==> config.mk <==
export PLATFORM = sky130hd
export DESIGN_NAME = sha256_pcpi_sequencer
export DESIGN_NICKNAME = d
export VERILOG_FILES = /design/src/rtl/sha256_pcpi_sequencer.sv
export SDC_FILE = /design/constraint.sdc
export NUM_CORES = 2
export LEC_CHECK = 0
export ABC_AREA = 1
export ABC_CLOCK_PERIOD_IN_PS = 57800
export BUFFER_PORTS_ARGS = -buffer_cell sky130_fd_sc_hd__clkbuf_2
export CORE_MARGIN = 4
export CORE_UTILIZATION = 45
export DETAILED_ROUTE_END_ITERATION = 6
export GPL_TIMING_DRIVEN = 0
export PLACE_DENSITY = 0.77
export SETUP_SLACK_MARGIN = 0.5
export SYNTH_ARGS = -nofsm -noshare
export SYNTH_HDL_FRONTEND = slang
export SYNTH_SLANG_ARGS = --single-unit
==> constraint.sdc <==
create_clock -name clk -period 57.8 [get_ports clk]
set_input_delay 11.56 -clock clk [delete_from_list [all_inputs] [get_ports clk]]
set_output_delay 11.56 -clock clk [all_outputs]
set_load 0.005 [all_outputs]
==> src/rtl/sha256_pcpi_sequencer.sv <==
// sha256_pcpi_sequencer
//   PCPI initiator that feeds one 512-bit block to a picorv32_pcpi_sha256
//   style coprocessor. Each request issues: [reset], 16 word loads,
//   init/next, then 8 digest reads. It returns the 256-bit running digest.
//
// Ports
//   clk, reset        clock, asynchronous active-high reset
//   start, first      request pulse (IDLE only); first=1 -> reset+init, 0 -> next
//   block[511:0]      message block, word 0 in [511:480], latched at start
//   busy, done, error request in flight / completion pulse / fault pulse
//   digest[255:0]     H0..H7, H0 in [255:224]; updated only on done
//   pcpi_valid/insn/rs1/rs2   registered instruction request
//   pcpi_wr/rd/wait/ready     responder handshake (wait is informational)
module sha256_pcpi_sequencer #(
    parameter int TIMEOUT_CYCLES = 1024
) (
    input  logic         clk,
    input  logic         reset,
    input  logic         start,
    input  logic         first,
    input  logic [511:0] block,
    output logic         busy,
    output logic         done,
    output logic         error,
    output logic [255:0] digest,
    output logic         pcpi_valid,
    output logic [31:0]  pcpi_insn,
    output logic [31:0]  pcpi_rs1,
    output logic [31:0]  pcpi_rs2,
    input  logic         pcpi_wr,
    input  logic [31:0]  pcpi_rd,
    input  logic         pcpi_wait,
    input  logic         pcpi_ready
);

    localparam int TW = (TIMEOUT_CYCLES > 2) ? $clog2(TIMEOUT_CYCLES) : 1;
    localparam logic [TW-1:0] TMAX = TW'(TIMEOUT_CYCLES - 1);
    localparam logic [6:0] OPC_CUSTOM0 = 7'b0001011;

    typedef enum logic [2:0] {S_IDLE, S_ISSUE, S_GAP, S_DONE, S_ERR} state_t;
    // P_FIN marks "all instructions issued"; the GAP after DIG 7 sees it.
    typedef enum logic [2:0] {P_RST, P_LOAD, P_CMD, P_DIG, P_FIN} phase_t;

    state_t state, state_n;
    phase_t phase, phase_n;
    logic [3:0]   idx, idx_n;
    logic         first_q, first_n;
    logic [511:0] blk;
    logic [TW-1:0] tcnt;
    logic [0:7][31:0] shadow;   // element 0 = H0, maps straight onto digest

    logic [15:0][31:0] src_w;   // element 15 = word 0
    logic [2:0]   f3;
    logic [31:0]  insn_n, rs1_n, rs2_n;

    // pcpi_wait carries no information the sequencer needs.
    logic unused_wait;
    assign unused_wait = pcpi_wait;

    assign busy  = (state != S_IDLE);
    assign done  = (state == S_DONE);
    assign error = (state == S_ERR);

    // ---------------------------------------------------------------
    // Next state / phase sequencing
    // ---------------------------------------------------------------
    always_comb begin
        state_n = state;
        phase_n = phase;
        idx_n   = idx;
        case (state)
            S_IDLE: begin
                if (start) begin
                    state_n = S_ISSUE;
                    phase_n = first ? P_RST : P_LOAD;
                    idx_n   = 4'd0;
                end
            end
            S_ISSUE: begin
                if (pcpi_ready) begin
                    if (phase == P_DIG && !pcpi_wr) begin
                        state_n = S_ERR;
                    end else begin
                        state_n = S_GAP;
                        case (phase)
                            P_RST:  begin phase_n = P_LOAD; idx_n = 4'd0; end
                            P_LOAD: begin
                                if (idx == 4'd15) begin
                                    phase_n = P_CMD;
                                    idx_n   = 4'd0;
                                end else begin
                                    idx_n = idx + 4'd1;
                                end
                            end
                            P_CMD:  begin phase_n = P_DIG; idx_n = 4'd0; end
                            P_DIG: begin
                                if (idx == 4'd7) begin
                                    phase_n = P_FIN;
                                    idx_n   = 4'd0;
                                end else begin
                                    idx_n = idx + 4'd1;
                                end
                            end
                            default: phase_n = P_FIN;
                        endcase
                    end
                end else if (tcnt == TMAX) begin
                    state_n = S_ERR;
                end
            end
            S_GAP:   state_n = (phase == P_FIN) ? S_DONE : S_ISSUE;
            S_DONE:  state_n = S_IDLE;
            S_ERR:   state_n = S_IDLE;
            default: state_n = S_IDLE;
        endcase
    end

    always_ff @(posedge clk or posedge reset) begin
        if (reset) begin
            state <= S_IDLE;
            phase <= P_RST;
            idx   <= 4'd0;
        end else begin
            state <= state_n;
            phase <= phase_n;
            idx   <= idx_n;
        end
    end

    // ---------------------------------------------------------------
    // Instruction encoding for the instruction about to be issued.
    // Leaving IDLE the block/first latches are not loaded yet, so the
    // live inputs are used for that one edge.
    // ---------------------------------------------------------------
    assign src_w   = (state == S_IDLE) ? block : blk;
    assign first_n = (state == S_IDLE) ? first : first_q;

    always_comb begin
        f3    = 3'b000;
        rs1_n = '0;
        rs2_n = '0;
        case (phase_n)
            P_RST:  f3 = 3'b100;
            P_LOAD: begin
                f3    = 3'b000;
                rs1_n = src_w[4'd15 - idx_n];
                rs2_n = {28'd0, idx_n};
            end
            P_CMD:  f3 = first_n ? 3'b001 : 3'b010;
            P_DIG: begin
                f3    = 3'b011;
                rs2_n = {28'd0, idx_n};
            end
            default: f3 = 3'b000;
        endcase
        insn_n = {7'd0, 5'd0, 5'd0, f3, 5'd0, OPC_CUSTOM0};
    end

    // ---------------------------------------------------------------
    // Datapath registers
    // ---------------------------------------------------------------
    always_ff @(posedge clk or posedge reset) begin
        if (reset) begin
            first_q    <= 1'b0;
            blk        <= '0;
            tcnt       <= '0;
            shadow     <= '0;
            digest     <= '0;
            pcpi_valid <= 1'b0;
            pcpi_insn  <= '0;
            pcpi_rs1   <= '0;
            pcpi_rs2   <= '0;
        end else begin
            if (state == S_IDLE && start) begin
                blk     <= block;
                first_q <= first;
            end

            if (state_n == S_ISSUE && state != S_ISSUE)
                tcnt <= '0;
            else if (state == S_ISSUE && !pcpi_ready)
                tcnt <= tcnt + 1'b1;

            if (state == S_ISSUE && pcpi_ready && phase == P_DIG && pcpi_wr)
                shadow[idx[2:0]] <= pcpi_rd;

            // Publish on entry to DONE so digest is already valid in the done cycle.
            if (state_n == S_DONE)
                digest <= shadow;

            // Outputs are driven only while ISSUE; zero in GAP and elsewhere.
            if (state_n == S_ISSUE) begin
                pcpi_valid <= 1'b1;
                pcpi_insn  <= insn_n;
                pcpi_rs1   <= rs1_n;
                pcpi_rs2   <= rs2_n;
            end else begin
                pcpi_valid <= 1'b0;
                pcpi_insn  <= '0;
                pcpi_rs1   <= '0;
                pcpi_rs2   <= '0;
            end
        end
    end

endmodule
==> reports/results.txt <==
Post-Synth XOR/XNOR Area -> 0
worst min path class -> flip-flop to flip-flop
initial antenna violation count -> 75
Tmin final -> 14,840 ps
final WL -> 264.7 mm
Max Fclk -> 67.39 MHz
WP buf/inv -> 5
peak supply drop -> 0.03562 mV
Hold Path Sink -> digest[215]
WHS Path Cells -> 2
cells after synthesis -> 6,871
vias in the first global route -> 51,226
hpwl dp -> 204.8 mm
Relative slew margins -> 0.1609
crit-path most repeated cell -> buf_2
Sink Count -> 1,085
Mapped Area -> 52,400 sq um
Final Net Count -> 8,454
Clock Power Share -> 0.240
Yosys cell types -> 35
switching power -> 1.577 mW
worst reg2reg path startpoint -> state[0]
row cnt -> 124
area of the multi-input gates -> 20,460 sq um
yosys warns -> 0
width of the die -> 349.3 um
reg2reg end -> pcpi_rs1[7]
status -> finished, violations left
Final Instance Area -> 63,290 sq um
share of cells above drive strength 1 -> 0.1722
Post-Synth Simple-Gate Area -> 0.2626
drt via density -> 5.746
Crit Path Class -> flip-flop to output port
DR WL/cell -> 27.66 um
htree depth -> 3
Seq/Total Area, Yosys -> 0.5181
Vias -> 54,986
data required time of the worst path -> 46,240 ps
CTS buffer count -> 115
Synth area leaders -> dfrtp_1 52%, nand2_1 17%, o21ai_0 11%
peak fanout along the critical path -> 10
Reg2Reg Depth -> 12
leakage power -> 33.54 nW
largest area contributor in the netlist -> dfrtp_1
Synth Area in Adders -> 0.0004775
first-pass GRT wire length -> 368.7 mm
failing checks -> design-rule violations
GPL Wtd Cong -> 1.055
slowest CP cell -> buf_2
# Post-CTS Setup Buffers -> 0
CP Launch Type -> flip-flop
die height -> 349.3 um
Pint -> 1.816 mW
main flop type after synthesis -> dfrtp_1
Global Route Usage Sum -> 0.4243
delay-heaviest family, CP -> buffers and inverters
r2r setup slk -> 53,950 ps
Top Ports -> 907
Starting Density -> 0.4558
Final Util -> 0.5505
CTS resizes -> 0
CTS Buffer Depth -> 3
final setup vio count -> 0
DR DRC count -> 1
Final ANT Viol Nets -> 0
syn avg cell area -> 7.627 sq um
Port Buffers -> 851
Power Density -> 53.61 nW/um^2
Reg area -> 27,150 sq um
aggregate global routing overflow -> 0
async set-reset flop share out of synthesis -> 1.000
final period utilization -> 0.2567
First DRT Iteration DRCs -> 7,853
hold path start -> shadow[215]
CORE AREA -> 115,000 sq um
Logic pwr share -> 0.462
Critical Path Sink Type -> output port
Clk Latency, worst-skew pair -> 770 ps
Crit path largest cell delay -> 530 ps
final setup TNS -> 0 ps
critical-path cell list -> inv_2 > nand2_2 > buf_2 > buf_2 > buf_2 > clkbuf_2
main combinational cell family by area after synthesis -> simple AND/OR/NAND/NOR gates
maxcap violations -> 0
top cell type's share of synthesized area -> 0.5181
post-synthesis compound-gate area fraction -> 0.1231
RSZ-0062 raised after global routing -> no
most frequent cells after synthesis -> 2,399 x nand2_1, 1,179 x o21ai_0, 1,085 x dfrtp_1
worst slew pin tran -> 1259 ps
Clock Pin Slew Worst Setup and Hold Paths -> 70 ps
largest net degree at the start of global routing -> 125
most frequent cell after synthesis -> nand2_1
max-slew violations -> 0
worst path arrival time -> 3280 ps
DIE AREA -> 122,000 sq um
#FFs+latches synth -> 1,085
final hold vios -> 0
CTS tree -> built
placed cell areas -> 59,010 sq um
mux cell area share after synthesis -> 0.0003820
Root Buffer -> clkbuf_16
fill cell count -> 10,938
drt pass-1 iters -> 7
CTS Hold Bufs -> 0
area grow syn2layout -> 20.77%
clock skew -> 82.69 ps
sequential power share -> 0.299
switching portion of total power -> 0.4648
Post-synth EDFFs -> 0
## worst reg2reg max path, stage by stage, from the launching register on
cell	delay, ps
dfrtp_1	490
inv_2	100
nand2_2	230
buf_2	530
buf_2	400
clkbuf_1	570
nand2_1	130
nand3_1	170
nand3_1	100
nand3_1	100
nand2_1	220
nor2_1	460
nor2_1	150
## registers in the layout, indices dropped and copies added, names as in the netlist
name and flops:
blk 512, digest 256, first_q 1, idx 4
pcpi_insn 4, pcpi_rs1 32, pcpi_rs2 4, phase 3
shadow 256, state 3, tcnt 10
## metrics by stage
step	worst slack, ps	power, mW	hold WS, ps	std cells
floorplan	15690	1.864	442.2	6924
global placement	3220	2.500	449.7	9287
detailed placement	43270	2.513	455.6	9296
CTS	43010	3.322	461.3	9510
global route	43000	3.522	481.5	9541
finish	42960	3.393	469.7	9570
## power groups by stage
stage | logic, mW | clock network (mW) | registers (mW)
2_1_floorplan | 0.853 | 0 | 1.01
3_3_place_gp | 1.47 | 0 | 1.03
3_5_place_dp | 1.49 | 0 | 1.02
4_1_cts | 1.50 | 0.813 | 1.01
5_1_grt | 1.65 | 0.845 | 1.03
6_report | 1.57 | 0.813 | 1.01
## layout by cell type (no fill, tap or decap), types with 6 or more instances in the layout
cell type / count
nand3_1: 514
nand2_1: 2399
nand3_2: 8
o21ai_1: 16
conb_1: 54
buf_2: 160
nor3_1: 9
buf_16: 9
bufinv_16: 14
inv_1: 679
inv_2: 7
clkinv_2: 20
nor2_1: 157
buf_1: 13
dfrtp_1: 1085
clkinv_4: 6
clkbuf_1: 294
clkbuf_8: 27
clkbuf_16: 115
clkbuf_2: 851
a21oi_1: 83
o21ai_0: 1179
diode_2: 60
clkinvlp_4: 6
nand3b_1: 123
buf_4: 69
or2_2: 58
## cell families (layout without fill, tap and decap cells)
| family | count (synthesis) | after routing |
|---|---|---|
| muxes | 2 | 2 |
| AOI/OAI and AO/OA | 1285 | 1285 |
| DFF | 1085 | 1085 |
| adders and majority gates | 2 | 2 |
| and+or+nand+nor | 3288 | 3288 |
| buffers and inverters | 1208 | 2282 |
| other | 1 | 114 |
## layout make-up
type / instances / share of cell area
sequential: 1085 / 0.4290
multi-input combinational: 4631 / 0.3233
timing repair buffer: 860 / 0.07121
clock buffer: 159 / 0.05235
inverter: 689 / 0.04098
buffer: 519 / 0.03804
tap: 1512 / 0.02989
clock inverter: 55 / 0.01287
antenna: 60 / 0.002372
## worst max path at each step
stage          startpoint  slack (ps)  depth (start not counted)           end
2_1_floorplan       reset       15690                          1        blk[0]
3_3_place_gp        reset        3220                          2      blk[494]
3_5_place_dp   pcpi_ready       43270                         14  pcpi_rs1[22]
4_1_cts          state[0]       43010                          6          busy
5_1_grt          state[0]       43000                          6          busy
6_report         state[0]       42960                          6          busy
## layer usage
| layer | vias to the layer above | GRT usage | routed length, um | part of all wire |
|---|---|---|---|---|
| met4 | 38 | 0.2810 | 21030 | 0.079 |
| met5 | - | 0.003532 | 235 | 0.00089 |
| met1 | 26705 | 0.5208 | 96280 | 0.36 |
| li1 | 23678 | - | - | - |
| met2 | 3722 | 0.6317 | 114200 | 0.43 |
| met3 | 843 | 0.1511 | 32970 | 0.12 |
Power figures use the tool's default switching activity.
